==> src/rtl/pch_emu_pkg.sv <==
// Shared types for the PCH power-sequencing responder: state and error encodings,
// the CPLD response bundle and the chain ordering used for order checks.
package pch_emu_pkg;

    typedef enum logic [3:0] {
        ST_OFF      = 4'd0,
        ST_AUX_RAMP = 4'd1,
        ST_AUX_GOOD = 4'd2,
        ST_SLP_DLY  = 4'd3,
        ST_W_RSMRST = 4'd4,
        ST_W_SRST   = 4'd5,
        ST_W_PCHOK  = 4'd6,
        ST_W_SYSOK  = 4'd7,
        ST_S0       = 4'd8,
        ST_PWR_DN   = 4'd9,
        ST_ERROR    = 4'd10
    } pwr_state_e;

    typedef enum logic [2:0] {
        ERR_NONE      = 3'd0,
        ERR_TO_RSMRST = 3'd1,
        ERR_TO_SRST   = 3'd2,
        ERR_TO_PCHOK  = 3'd3,
        ERR_TO_SYSOK  = 3'd4,
        ERR_ORDER     = 3'd5,
        ERR_TO_PWRDN  = 3'd6,
        ERR_S0_DROP   = 3'd7
    } err_code_e;

    // Chain order is bit order: RSMRST (bit 0) first, SYS_PWROK (bit 3) last.
    localparam int CHAIN_LEN = 4;

    typedef struct packed {
        logic sys_pwrok;
        logic pch_pwrok;
        logic srst_bmc_n;
        logic rsmrst_n;
    } cpld_rsp_t;

    // Signals that must still be low while waiting on chain step 'step'.
    function automatic logic [CHAIN_LEN-1:0] later_mask(input logic [1:0] step);
        return ~((CHAIN_LEN'(2) << step) - CHAIN_LEN'(1));
    endfunction

endpackage

==> src/rtl/seq_delay_cnt.sv <==
// Loadable down-counter that parks at zero; done is high while the count is zero.
module seq_delay_cnt #(
    parameter int CNT_W = 11
) (
    input  logic             clk,
    input  logic             rst_n,
    input  logic             load,
    input  logic [CNT_W-1:0] load_val,
    output logic             done
);

    logic [CNT_W-1:0] cnt;

    always_ff @(posedge clk or negedge rst_n) begin
        if (!rst_n)
            cnt <= '0;
        else if (load)
            cnt <= load_val;
        else if (cnt != '0)
            cnt <= cnt - 1'b1;
    end

    assign done = (cnt == '0);

endmodule

==> src/rtl/pch_pwr_seq_responder.sv <==
// PCH/platform-VR emulator for the CPLD power-sequencing interface: ramps aux power-good,
// drives SLP_S4#/SLP_S3#, and checks the CPLD's RSMRST/SRST/PWROK responses.
module pch_pwr_seq_responder
    import pch_emu_pkg::*;
#(
    parameter int AUX_RAMP_CYCLES = 16,
    parameter int SLP_DLY_CYCLES  = 8,
    parameter int TIMEOUT_CYCLES  = 1024,
    parameter int CNT_W           = 11
) (
    input  logic       clk,
    input  logic       resetn,
    input  logic       i_p1v8_aux_en,
    input  logic       i_pwr_req,
    input  logic       i_rsmrst_n,
    input  logic       i_srst_bmc_n,
    input  logic       i_pch_pwrok,
    input  logic       i_sys_pwrok,
    output logic       o_pwrgd_p1v8_aux,
    output logic       o_slp_s4_n,
    output logic       o_slp_s3_n,
    output logic [3:0] o_state,
    output logic       o_seq_done,
    output logic       o_err,
    output logic [2:0] o_err_code
);

    // Loaded with N-1 so a state holding N cycles of count advances on the N-th clock after entry.
    localparam logic [CNT_W-1:0] LD_AUX = CNT_W'((AUX_RAMP_CYCLES > 0) ? AUX_RAMP_CYCLES - 1 : 0);
    localparam logic [CNT_W-1:0] LD_SLP = CNT_W'((SLP_DLY_CYCLES > 0) ? SLP_DLY_CYCLES - 1 : 0);
    localparam logic [CNT_W-1:0] LD_TMO = CNT_W'((TIMEOUT_CYCLES > 0) ? TIMEOUT_CYCLES - 1 : 0);

    pwr_state_e           state, nxt;
    err_code_e            err_code, nxt_code;
    cpld_rsp_t            rsp;
    logic [CHAIN_LEN-1:0] chain;
    logic [1:0]           step;
    logic                 cnt_done, cnt_load;
    logic [CNT_W-1:0]     cnt_val;

    assign rsp   = '{sys_pwrok: i_sys_pwrok, pch_pwrok: i_pch_pwrok,
                     srst_bmc_n: i_srst_bmc_n, rsmrst_n: i_rsmrst_n};
    assign chain = rsp;
    assign step  = state[1:0];

    always_comb begin
        nxt      = state;
        nxt_code = ERR_NONE;
        if (!i_p1v8_aux_en)
            nxt = ST_OFF;
        else begin
            case (state)
                ST_OFF:      nxt = ST_AUX_RAMP;
                ST_AUX_RAMP: if (cnt_done) nxt = ST_AUX_GOOD;
                ST_AUX_GOOD: if (i_pwr_req) nxt = ST_SLP_DLY;
                ST_SLP_DLY: begin
                    if (!i_pwr_req)    nxt = ST_PWR_DN;
                    else if (cnt_done) nxt = ST_W_RSMRST;
                end
                ST_W_RSMRST, ST_W_SRST, ST_W_PCHOK, ST_W_SYSOK: begin
                    if (!i_pwr_req)
                        nxt = ST_PWR_DN;
                    else if (chain[step])
                        nxt = pwr_state_e'(state + 4'd1);
                    else if (cnt_done) begin
                        nxt      = ST_ERROR;
                        nxt_code = err_code_e'({1'b0, step} + 3'd1);
                    end else if ((chain & later_mask(step)) != '0) begin
                        nxt      = ST_ERROR;
                        nxt_code = ERR_ORDER;
                    end
                end
                ST_S0: begin
                    if (!i_pwr_req)
                        nxt = ST_PWR_DN;
                    else if (chain != '1) begin
                        nxt      = ST_ERROR;
                        nxt_code = ERR_S0_DROP;
                    end
                end
                ST_PWR_DN: begin
                    if (!rsp.pch_pwrok && !rsp.sys_pwrok)
                        nxt = ST_AUX_GOOD;
                    else if (cnt_done) begin
                        nxt      = ST_ERROR;
                        nxt_code = ERR_TO_PWRDN;
                    end
                end
                ST_ERROR:    nxt = ST_ERROR;
                default:     nxt = ST_OFF;
            endcase
        end
    end

    always_comb begin
        cnt_val = '0;
        case (nxt)
            ST_AUX_RAMP: cnt_val = LD_AUX;
            ST_SLP_DLY:  cnt_val = LD_SLP;
            ST_W_RSMRST, ST_W_SRST, ST_W_PCHOK, ST_W_SYSOK, ST_PWR_DN: cnt_val = LD_TMO;
            default:     cnt_val = '0;
        endcase
    end

    assign cnt_load = (nxt != state);

    seq_delay_cnt #(.CNT_W(CNT_W)) u_dly (
        .clk      (clk),
        .rst_n    (resetn),
        .load     (cnt_load),
        .load_val (cnt_val),
        .done     (cnt_done)
    );

    // Outputs follow the state being entered; ERROR is only reachable with pwrgd already high.
    always_ff @(posedge clk or negedge resetn) begin
        if (!resetn) begin
            state            <= ST_OFF;
            err_code         <= ERR_NONE;
            o_pwrgd_p1v8_aux <= 1'b0;
            o_slp_s4_n       <= 1'b0;
            o_slp_s3_n       <= 1'b0;
            o_seq_done       <= 1'b0;
            o_err            <= 1'b0;
        end else begin
            state            <= nxt;
            o_pwrgd_p1v8_aux <= !(nxt inside {ST_OFF, ST_AUX_RAMP});
            o_slp_s4_n       <= nxt inside {ST_SLP_DLY, ST_W_RSMRST, ST_W_SRST, ST_W_PCHOK,
                                            ST_W_SYSOK, ST_S0};
            o_slp_s3_n       <= nxt inside {ST_W_RSMRST, ST_W_SRST, ST_W_PCHOK, ST_W_SYSOK, ST_S0};
            o_seq_done       <= (nxt == ST_S0);
            o_err            <= (nxt == ST_ERROR);
            if (nxt != ST_ERROR)
                err_code <= ERR_NONE;
            else if (state != ST_ERROR)
                err_code <= nxt_code;
        end
    end

    assign o_state    = state;
    assign o_err_code = err_code;

endmodule
==> config.mk <==
export PLATFORM = sky130hd
export DESIGN_NAME = pch_pwr_seq_responder
export DESIGN_NICKNAME = d
export VERILOG_FILES = /design/src/rtl/pch_emu_pkg.sv /design/src/rtl/seq_delay_cnt.sv /design/src/rtl/pch_pwr_seq_responder.sv
export SDC_FILE = /design/constraint.sdc
export NUM_CORES = 1
export LEC_CHECK = 0
export CAP_MARGIN = 20
export CORE_AREA = 2 2 66 68
export CTS_CLUSTER_SIZE = 40
export DETAILED_ROUTE_END_ITERATION = 12
export DIE_AREA = 0 0 68 70
export MAX_ROUTING_LAYER = met4
export PLACE_DENSITY_LB_ADDON = 0.12
export SYNTH_ARGS = -nofsm -noshare
export SYNTH_HDL_FRONTEND = slang
export SYNTH_SLANG_ARGS = --single-unit
==> constraint.sdc <==
create_clock -name clk -period 8.6 [get_ports clk]
set_clock_uncertainty 0.1 [all_clocks]
set_input_delay 1.29 -clock clk [delete_from_list [all_inputs] [get_ports clk]]
set_output_delay 1.29 -clock clk [all_outputs]
set_load 0.02 [all_outputs]
==> flow_summary.yaml, run 1 <==
floorplan:
  die_h_um: 70
  rows: 24
  die_w_um: 68
  io_pins: 20
  initial_core_util_pct: 45.9
  die_area_mm2: 0.00476
  fp.coreArea_mm2: 0.00414
power_and_ir_drop:
  peakVddDrop_v: 0.000145
  power_uw: 488
  power_density_mw_per_mm2: 227
  p_leak_uw: 0.000921
route:
  wl_mm: 4.62
  ant_nets: 0
  vias: 1716
  post_drt_wl_per_cell_um: 16.0
  drtPass1Iterations: 4
  drtIter0Drc: 293
  post-route-drc-count: 0
  viasPerCell: 5.94
timing:
  tns_ns: 0
  hold_violations: 0
  worst_hold_slack_ns: 0.455
  max_freq_ghz: 0.227
  grt_setup_unrepaired: "false"
  finalSetupViolCount: 0
  slew_headroom_pct: 52.4
  fin_crit_ns: 4.40
  finalCritPeriodShare_pct: 51.2
  finalMaxSlewViolations: 0
  tightest_slew_ns: 0.707
placed_design:
  globalplace.congestion: 0.860
  io_buffer_count: 19
  post-dp-hpwl_mm: 3.34
yosys:
  synth-compound-area-share_pct: 20.9
  yosysWarnings: 0
  postSynthAreaPerCell_um2: 8.37
  synthXorXnorAreaFrac_pct: 3.23
  synth_nets: 241
  synth-edff-count: 0
  synthCells: 227
  synth-async-reset-ratio_pct: 100
  synth_top_family_by_area: "simple AND/OR/NAND/NOR gates"
  ys_seq_area_share_pct: 30.3
  syn-cell-area_mm2: 0.00190
  synth_adder_area_share_pct: 3.95
  synthFlopType: "dfrtp_1"
  synthMuxAreaShare_pct: 8.62
  ys_seq_elements: 23
  synthDistinctLibCells: 58
  yosys.area_share.simple_pct: 27.1
clock_tree:
  ctsHoldBuffers: 0
  root_buffer: "clkbuf_8"
  cts_buffers: 3
  cts_resized: 0
  cts_max_level: 1
  clk_pin_slew_worst_paths_ns: 0.08
  clock_sinks: 23
  cts.path.max_buffers: 2
  insertion_delay_ns: 0.26
  cts_tree: "done"
  cts_setup_buffers: 0
global_routing:
  met3_usage_pct: 3.38
  grt_pass1_wl_mm: 7.68
  gr-total-overflow: 0
  grt_use_met1_pct: 29.6
  grt_use_total_pct: 21.5
  busiest_layer: "met2"
  first_global_vias: 1596
  antenna_found_initial: 0
  grt_max_degree: 24
  met2_usage_pct: 33.2
min_path:
  hold_path_class: "reg2reg"
  hold_path_startpoint: "o_err_code[2]"
  whs_path_depth: 2
  min_to: "o_err_code[2]"
layout:
  nNetsFinal: 252
  final_cell_mix: "nor2_1 (24), dfrtp_1 (23), clkdlybuf4s50_1 (19)"
  fillers: 406
  layout_commonest_cell: "nor2_1"
  drive_above_1_share_pct: 5.91
  diodes: 0
  area_growth_pct: 13.0
  post-route-util_pct: 51.8
critical_path:
  regToRegStartpoint: "o_state[1]"
  cp-start-kind: "primary input"
  reg2reg_depth: 9
  crit_type: "in2reg"
  timing.rr.end: "u_dly.cnt[3]"
  arrival_ns: 4.46
  cp-end-kind: "flop"
  cp_max_fo: 11
  cp.required_ns: 8.65
  r2r_slack_ns: 4.54
run_status:
  status: "completed"
job:
  drv_cap: 0
[area by class of cell]
| type | instances | area (um2) | share of cell area, % |
|---|---|---|---|
| clock buffers | 3 | 41.3 | 1.92 |
| flip-flops and latches | 23 | 576 | 26.8 |
| clock inverters | 1 | 5.00 | 0.233 |
| repair buffers | 20 | 205 | 9.56 |
| inverters | 11 | 41.3 | 1.92 |
| well taps | 52 | 65.1 | 3.03 |
| multi-input cells | 179 | 1210 | 56.5 |
[critical path, stage by stage]
cell and delay (ns):
clkdlybuf4s50_1 0.50, mux4_2 0.59, nor4_1 0.57, nand4_1 0.21
nand3_1 0.14, nand4_1 0.16, a221oi_4 0.60, mux2_2 0.40
[stage by stage]
stage                     instance area [um2]  instances  worst slack, ns
after floorplan                          1900        227             5.07
final                                    2150        289             4.20
after CTS                                2130        288             4.21
after global routing                     2150        289             3.97
after global placement                   2090        284             3.98
after detailed placement                 2090        284             3.92
[synthesized netlist by cell type, types with 2 or more instances]
| library cell | count | area share, % |
|---|---|---|
| o22ai_1 | 2 | 0.66 |
| inv_1 | 11 | 2.2 |
| nor2b_1 | 3 | 0.99 |
| o21bai_1 | 3 | 1.2 |
| and2_1 | 3 | 0.99 |
| nand3_1 | 11 | 2.9 |
| nor4_1 | 4 | 1.3 |
| a31oi_1 | 3 | 0.99 |
| nor2_1 | 24 | 4.7 |
| o21a_1 | 2 | 0.79 |
| a21o_1 | 3 | 1.2 |
| xnor2_1 | 3 | 1.4 |
| mux2i_1 | 13 | 6.8 |
| nand3b_1 | 2 | 0.79 |
| nor3_1 | 4 | 1.1 |
| nand2b_1 | 8 | 2.6 |
| o21ai_0 | 9 | 2.4 |
| o31ai_1 | 2 | 0.79 |
| a21oi_1 | 15 | 3.9 |
| dfrtp_1 | 23 | 30 |
| and3_1 | 2 | 0.66 |
| buf_6 | 2 | 1.2 |
| clkbuf_1 | 10 | 2.0 |
| buf_2 | 2 | 0.53 |
| ha_1 | 6 | 3.9 |
| nor3b_1 | 2 | 0.79 |
| nand2_1 | 15 | 3.0 |
| xor2_1 | 4 | 1.8 |
| nand4_1 | 7 | 2.3 |
[sequential cells by signal, summed over array words and instances, names as in the netlist]
signal,count
o_err,1
o_pwrgd_p1v8_aux,1
o_err_code,3
o_seq_done,1
u_dly.cnt,11
o_state,4
o_slp_s4_n,1
o_slp_s3_n,1
[how the worst max path moves through the flow]
stage / slack (ns) / to / start
floorplan: 5.07 / u_dly.cnt[3] / i_sys_pwrok
global placement: 3.98 / u_dly.cnt[3] / i_pch_pwrok
detailed placement: 3.92 / u_dly.cnt[3] / i_sys_pwrok
CTS: 4.21 / u_dly.cnt[3] / i_sys_pwrok
global route: 3.97 / u_dly.cnt[3] / i_pch_pwrok
finish: 4.20 / u_dly.cnt[3] / i_sys_pwrok
[where the power goes]
part | switching, uW | total [uW] | internal (uW)
logic | 146 | 257 | 111
clock network | 34.0 | 66.3 | 32.3
registers | 31.0 | 164 | 133
[logic make-up (layout without fill, tap and decap cells)]
group / count (synthesis) / count (layout)
adder cells (fa/ha/maj): 6 / 6
flip-flops: 23 / 23
XOR/XNOR: 7 / 7
AO/OA/AOI/OAI: 56 / 56
multiplexers: 15 / 15
AND/OR/NAND/NOR: 95 / 95
buffers and inverters: 25 / 35
[routing by layer]
metal | routed length, um | vias up
li1 | - | 846
met1 | 1990 | 814
met2 | 2350 | 52
met3 | 237 | 4
met4 | 39 | 0
met5 | 0 | -
No activity file was read; power rests on OpenSTA's default activity.
==> inputs of run 2 (changes only) <==
Clock period 8.6 ns to 3.5 ns, I/O delays scaled along.
==> run 2 against run 1 <==
Effect of this change: via count rose by 3.1%; worst hold slack got worse by 0.11 ns; sequential power rose by 140%; final area rose by 7.0%; cell count rose by 6.9%; utilization rose by 3.6 points; largest power group unchanged; highest routed layer unchanged.
==> flow_summary.yaml, run 2 (same netlist as run 1, synthesis figures left out) <==
layout:
  top_register: "u_dly.cnt"
  final_cells: 309
  fillers: 391
  layout_commonest_cell: "nor2_1"
  area_growth_pct: 20.9
  stdcell_area_mm2: 0.00230
  post-route-util_pct: 55.4
  final_cell_mix: "nor2_1 (24), dfrtp_1 (23), buf_4 (20)"
  nNetsFinal: 272
  diodes: 0
  drive_above_1_share_pct: 13.2
  largest_reg_flops: 11
clock_tree:
  ctsHoldBuffers: 0
  cts_setup_buffers: 0
  cts_buffers: 3
  insertion_delay_ns: 0.27
  cts_resized: 0
  clk_pin_slew_worst_paths_ns: 0.08
  cts.path.max_buffers: 2
  cts_tree: "done"
  cts_max_level: 1
  root_buffer: "clkbuf_8"
  clock_sinks: 23
power_and_ir_drop:
  internal_power_uw: 733
  pwr-share-comb_pct: 56.3
  seqPwrFrac_pct: 30.8
  peakVddDrop_v: 0.000342
  clkPwrFrac_pct: 13.0
  power.switching_uw: 542
  power_density_mw_per_mm2: 555
  p_leak_uw: 0.00102
  swShare_pct: 42.5
critical_path:
  cp-end-kind: "flop"
  cp.required_ns: 3.59
  arrival_ns: 3.26
  regToRegStartpoint: "o_state[1]"
  cp_max_fo: 10
  r2r_slack_ns: 0.33
  cp-start-kind: "flop"
  crit_type: "reg2reg"
  crit_start: "o_state[1]"
route:
  post_drt_wl_per_cell_um: 15.5
  vias: 1769
  wl_mm: 4.78
  viasPerCell: 5.72
  post-route-drc-count: 0
  drtIter0Drc: 156
  drtPass1Iterations: 4
  ant_nets: 0
floorplan:
  die_w_um: 68
  die_area_mm2: 0.00476
  initial_core_util_pct: 45.9
  fp.coreArea_mm2: 0.00414
  io_pins: 20
  die_h_um: 70
  rows: 24
global_routing:
  grt_pass1_wl_mm: 8.39
  grt_use_total_pct: 23.4
  grt_use_met1_pct: 30.3
  met2_usage_pct: 38.2
  met3_usage_pct: 3.22
  grt_max_degree: 24
  first_global_vias: 1761
  antenna_found_initial: 0
  gr-total-overflow: 0
  busiest_layer: "met2"
job:
  drv_cap: 0
timing:
  finalCritPeriodShare_pct: 90.6
  max_freq_ghz: 0.315
  hold_violations: 0
  fin_crit_ns: 3.17
  grt_setup_unrepaired: "false"
  finalMaxSlewViolations: 0
  slew_headroom_pct: 67.4
  tns_ns: 0
  finalSetupViolCount: 0
  tightest_slew_ns: 0.485
  worst_slack_ns: 0.328
placed_design:
  post-place-ws_ns: 0.154
  globalplace.congestion: 0.889
  io_buffer_count: 19
  place_area_mm2: 0.00224
  place_inst: 304
  post-dp-hpwl_mm: 3.80
run_status:
  status: "completed"
min_path:
  hold_path_class: "in2async"
[run 2: cell types whose count changed in the layout (fill, tap and decap cells not counted), sizes merged]
cell	before	now
buf	1	21
[run 2: final cells by class]
class	count	area [um2]	share of cell area [%]
Sequential cell	23	576	25.1
Tap cell	52	65.1	2.83
Clock buffer	3	41.3	1.80
Clock inverter	1	5.00	0.218
Multi-Input combinational cell	179	1210	52.8
Timing Repair Buffer	40	355	15.5
Inverter	11	41.3	1.80
[run 2: metal layers]
| layer | up-vias | share of wire (%) | wire (um) |
|---|---|---|---|
| li1 | 887 | - | - |
| met1 | 828 | 42 | 2020 |
| met2 | 46 | 52 | 2480 |
| met3 | 8 | 4.8 | 230 |
| met4 | 0 | 1.1 | 53 |
| met5 | - | 0 | 0 |
[run 2: path summary, 6_finish.rpt]
kind | endpoint | depth (start not counted)
worst max-delay path | u_dly.cnt[4] | 10
worst min-delay path | o_err_code[2] | 1
worst max register to register | u_dly.cnt[4] | 10
worst min register to register | o_err_code[0] | 2
max in group asynchronous | u_dly.cnt[4] | 2
min in group clk | o_err_code[0] | 2
[run 2: per-stage QoR]
stage                     total power, uW  hold WS (ns)
after global placement               1100         0.434
final                                1270         0.340
after detailed placement             1110         0.427
after global routing                 1390         0.328
after floorplan                       909         0.129
after CTS                            1280         0.447
[run 2: power by group through the flow]
stage / Combinational, uW / Sequential [uW] / Clock [uW]
finish: 718 / 392 / 165
global route: 802 / 403 / 186
CTS: 716 / 391 / 169
detailed placement: 712 / 396 / 0
global placement: 704 / 396 / 0
floorplan: 522 / 386 / 0
[run 2: critical path: stages (launching register included)]
cell      delay, ns
dfrtp_1        0.44
inv_1          0.16
ha_1           0.43
nor2b_1        0.08
o21ai_0        0.24
or4b_4         0.53
a31o_1         0.22
a21o_1         0.20
a221oi_4       0.28
buf_4          0.23
mux2i_1        0.19
==> inputs of run 3 (changes only) <==
Settings changed: CORE_AREA 2 2 66 68 to 2 2 65 67, DIE_AREA 0 0 68 70 to 0 0 67 69, SYNTH_HIERARCHICAL from default to 1.
==> run 3 against run 2 <==
Effect of this change: critical path depth grew 3; die area shrank 2.9%; cell count shrank 0.32%; worst hold slack gained 0.12 ns; clock power is essentially flat; critical endpoint is now u_dly/cnt[8]; final area grew 2.0%; flip-flop and latch count is the same; highest routed layer unchanged; first-iteration DRC count grew 17%; utilization grew 4.4 points; sequential share of layout area shrank 0.43 points; critical path type unchanged.
==> flow_summary.yaml, run 3 <==
run_status:
  status: "completed"
floorplan:
  die_area_mm2: 0.00462
  die_h_um: 69
  die_w_um: 67
  initial_core_util_pct: 47.7
  fp.coreArea_mm2: 0.00391
  rows: 23
  io_pins: 20
yosys:
  yosysTopAreaCellShare_pct: 30.8
  synth-async-reset-ratio_pct: 100
  synthFlopType: "dfrtp_1"
  synthCells: 222
  synth_nets: 235
  synth-edff-count: 0
  synthDistinctLibCells: 63
  synth_area_leaders: "dfrtp_1 (31%), nor2_1 (4.4%), a21oi_1 (4.0%), nand2_1 (3.4%), ha_1 (3.4%)"
  synthTopCellsByCount: "dfrtp_1 (23), nor2_1 (22), nand2_1 (17)"
  post-synth-top-count-cell: "dfrtp_1"
  syn-cell-area_mm2: 0.00187
  ys_seq_elements: 23
  ys_seq_area_share_pct: 30.8
  yosysWarnings: 6
  postSynthAreaPerCell_um2: 8.41
  yosys.area.top_type: "dfrtp_1"
layout:
  area_growth_pct: 25.5
  top_register: "u_dly/cnt"
  drive_above_1_share_pct: 19.4
  layout_commonest_cell: "buf_4"
  final_cells: 308
  final_cell_mix: "buf_4 (25), nor2_1 (22), dfrtp_1 (22)"
  largest_reg_flops: 11
  fillers: 368
  post-route-util_pct: 59.8
  diodes: 0
  nNetsFinal: 272
global_routing:
  grt_use_total_pct: 23.9
  met3_usage_pct: 2.94
  grt_use_met1_pct: 34.2
  met2_usage_pct: 36.6
  gr-total-overflow: 0
  first_global_vias: 1770
  antenna_found_initial: 0
  busiest_layer: "met2"
  grt_max_degree: 24
  grt_pass1_wl_mm: 8.45
critical_path:
  cp_max_fo: 21
  reg2reg_depth: 13
  crit_type: "reg2reg"
  cp-start-kind: "flop"
  timing.rr.end: "u_dly/cnt[8]"
  r2r_slack_ns: 0.08
  regToRegStartpoint: "u_dly/cnt[4]"
  arrival_ns: 3.47
  cp.required_ns: 3.55
  cp-end-kind: "flop"
clock_tree:
  cts.path.max_buffers: 2
  ctsHoldBuffers: 0
  cts_buffers: 3
  clk_pin_slew_worst_paths_ns: 0.09
  clock_sinks: 23
  root_buffer: "clkbuf_8"
  cts_max_level: 1
  insertion_delay_ns: 0.26
  cts_tree: "done"
timing:
  hold_violations: 0
  finalCritPeriodShare_pct: 97.8
  worst_hold_slack_ns: 0.461
  tightest_slew_ns: 0.983
  finalSetupViolCount: 0
  max_freq_ghz: 0.292
  fin_crit_ns: 3.42
  slew_headroom_pct: 34.3
  finalMaxSlewViolations: 0
  tns_ns: 0
route:
  drtIter0Drc: 183
  wl_mm: 5.09
  viasPerCell: 5.95
  post_drt_wl_per_cell_um: 16.5
  ant_nets: 0
  post-route-drc-count: 0
  vias: 1833
  drtPass1Iterations: 4
min_path:
  whs_path_depth: 2
  min_to: "o_err_code[2]"
  hold_path_startpoint: "o_err_code[2]"
  hold_path_class: "reg2reg"
power_and_ir_drop:
  power_density_mw_per_mm2: 680
  p_leak_uw: 0.000942
  power_uw: 1590
  peakVddDrop_v: 0.000440
placed_design:
  io_buffer_count: 19
  globalplace.congestion: 0.958
  place_inst: 301
  post-dp-hpwl_mm: 3.87
job:
  drv_cap: 0
run 3: per-layer routing:
layer  wire (um)  vias to the layer above
met5           0                        -
met4          31                        0
met3         285                        4
met2        2390                       64
met1        2380                      871
li1            -                      894
run 3: critical path, cell delays in order, from the launching register on:
cell	delay [ns]
dfrtp_1	0.42
or4_4	0.57
nor3_4	0.22
buf_12	0.17
a2111oi_2	0.05
buf_4	0.16
a22o_1	0.24
nor3_4	0.22
nor2_2	0.07
and4_4	0.20
o32ai_2	0.31
buf_12	0.19
nor3b_1	0.05
a221o_1	0.32
run 3: through the flow:
step | instance area, um2 | worst slack, ns
after floorplan | 1880 | 0.00787
after global placement | 2260 | 0.0743
after detailed placement | 2260 | 0.0955
after CTS | 2310 | 0.131
after global routing | 2340 | -0.0194
final | 2340 | 0.0781
run 3: worst max-delay path by stage:
stage                 start      endpoint  slack, ns  cells past startpoint
2_1_floorplan    o_state[1]  u_dly/cnt[4]      0.008                     13
3_3_place_gp    i_sys_pwrok  u_dly/cnt[8]       0.07                     12
3_5_place_dp    i_sys_pwrok  u_dly/cnt[8]        0.1                     13
4_1_cts        u_dly/cnt[4]  u_dly/cnt[8]       0.13                     13
5_1_grt          o_state[1]  u_dly/cnt[8]      -0.02                     15
6_report       u_dly/cnt[4]  u_dly/cnt[8]       0.08                     13
run 3: kinds of logic after synthesis:
family	synth area share, %
AOI/OAI and AO/OA	27.0
xor gates and xnor gates	3.28
adders and majority gates	3.35
buffers and inverters	5.16
DFF	30.8
muxes	3.42
other	0.201
and+or+nand+nor	26.7
run 3: cell type report:
type	instances	area, um2	share of cell area (%)
tap	50	62.6	2.67
clock inverter	1	7.51	0.321
sequential	23	577	24.6
clock buffer	3	41.3	1.76
multi-input combinational	177	1210	51.5
inverter	8	30.0	1.28
timing repair buffer	46	418	17.8
run 3: power breakdown:
part	switching, uW	internal [uW]
Clock	86.2	80.4
Combinational	551	480
Sequential	62.2	333
Total	700	893
run 3: timing repair:
item	CTS	global route
buffers inserted	0	3
resized for setup	0	3
endpoints found under the setup margin	0	3
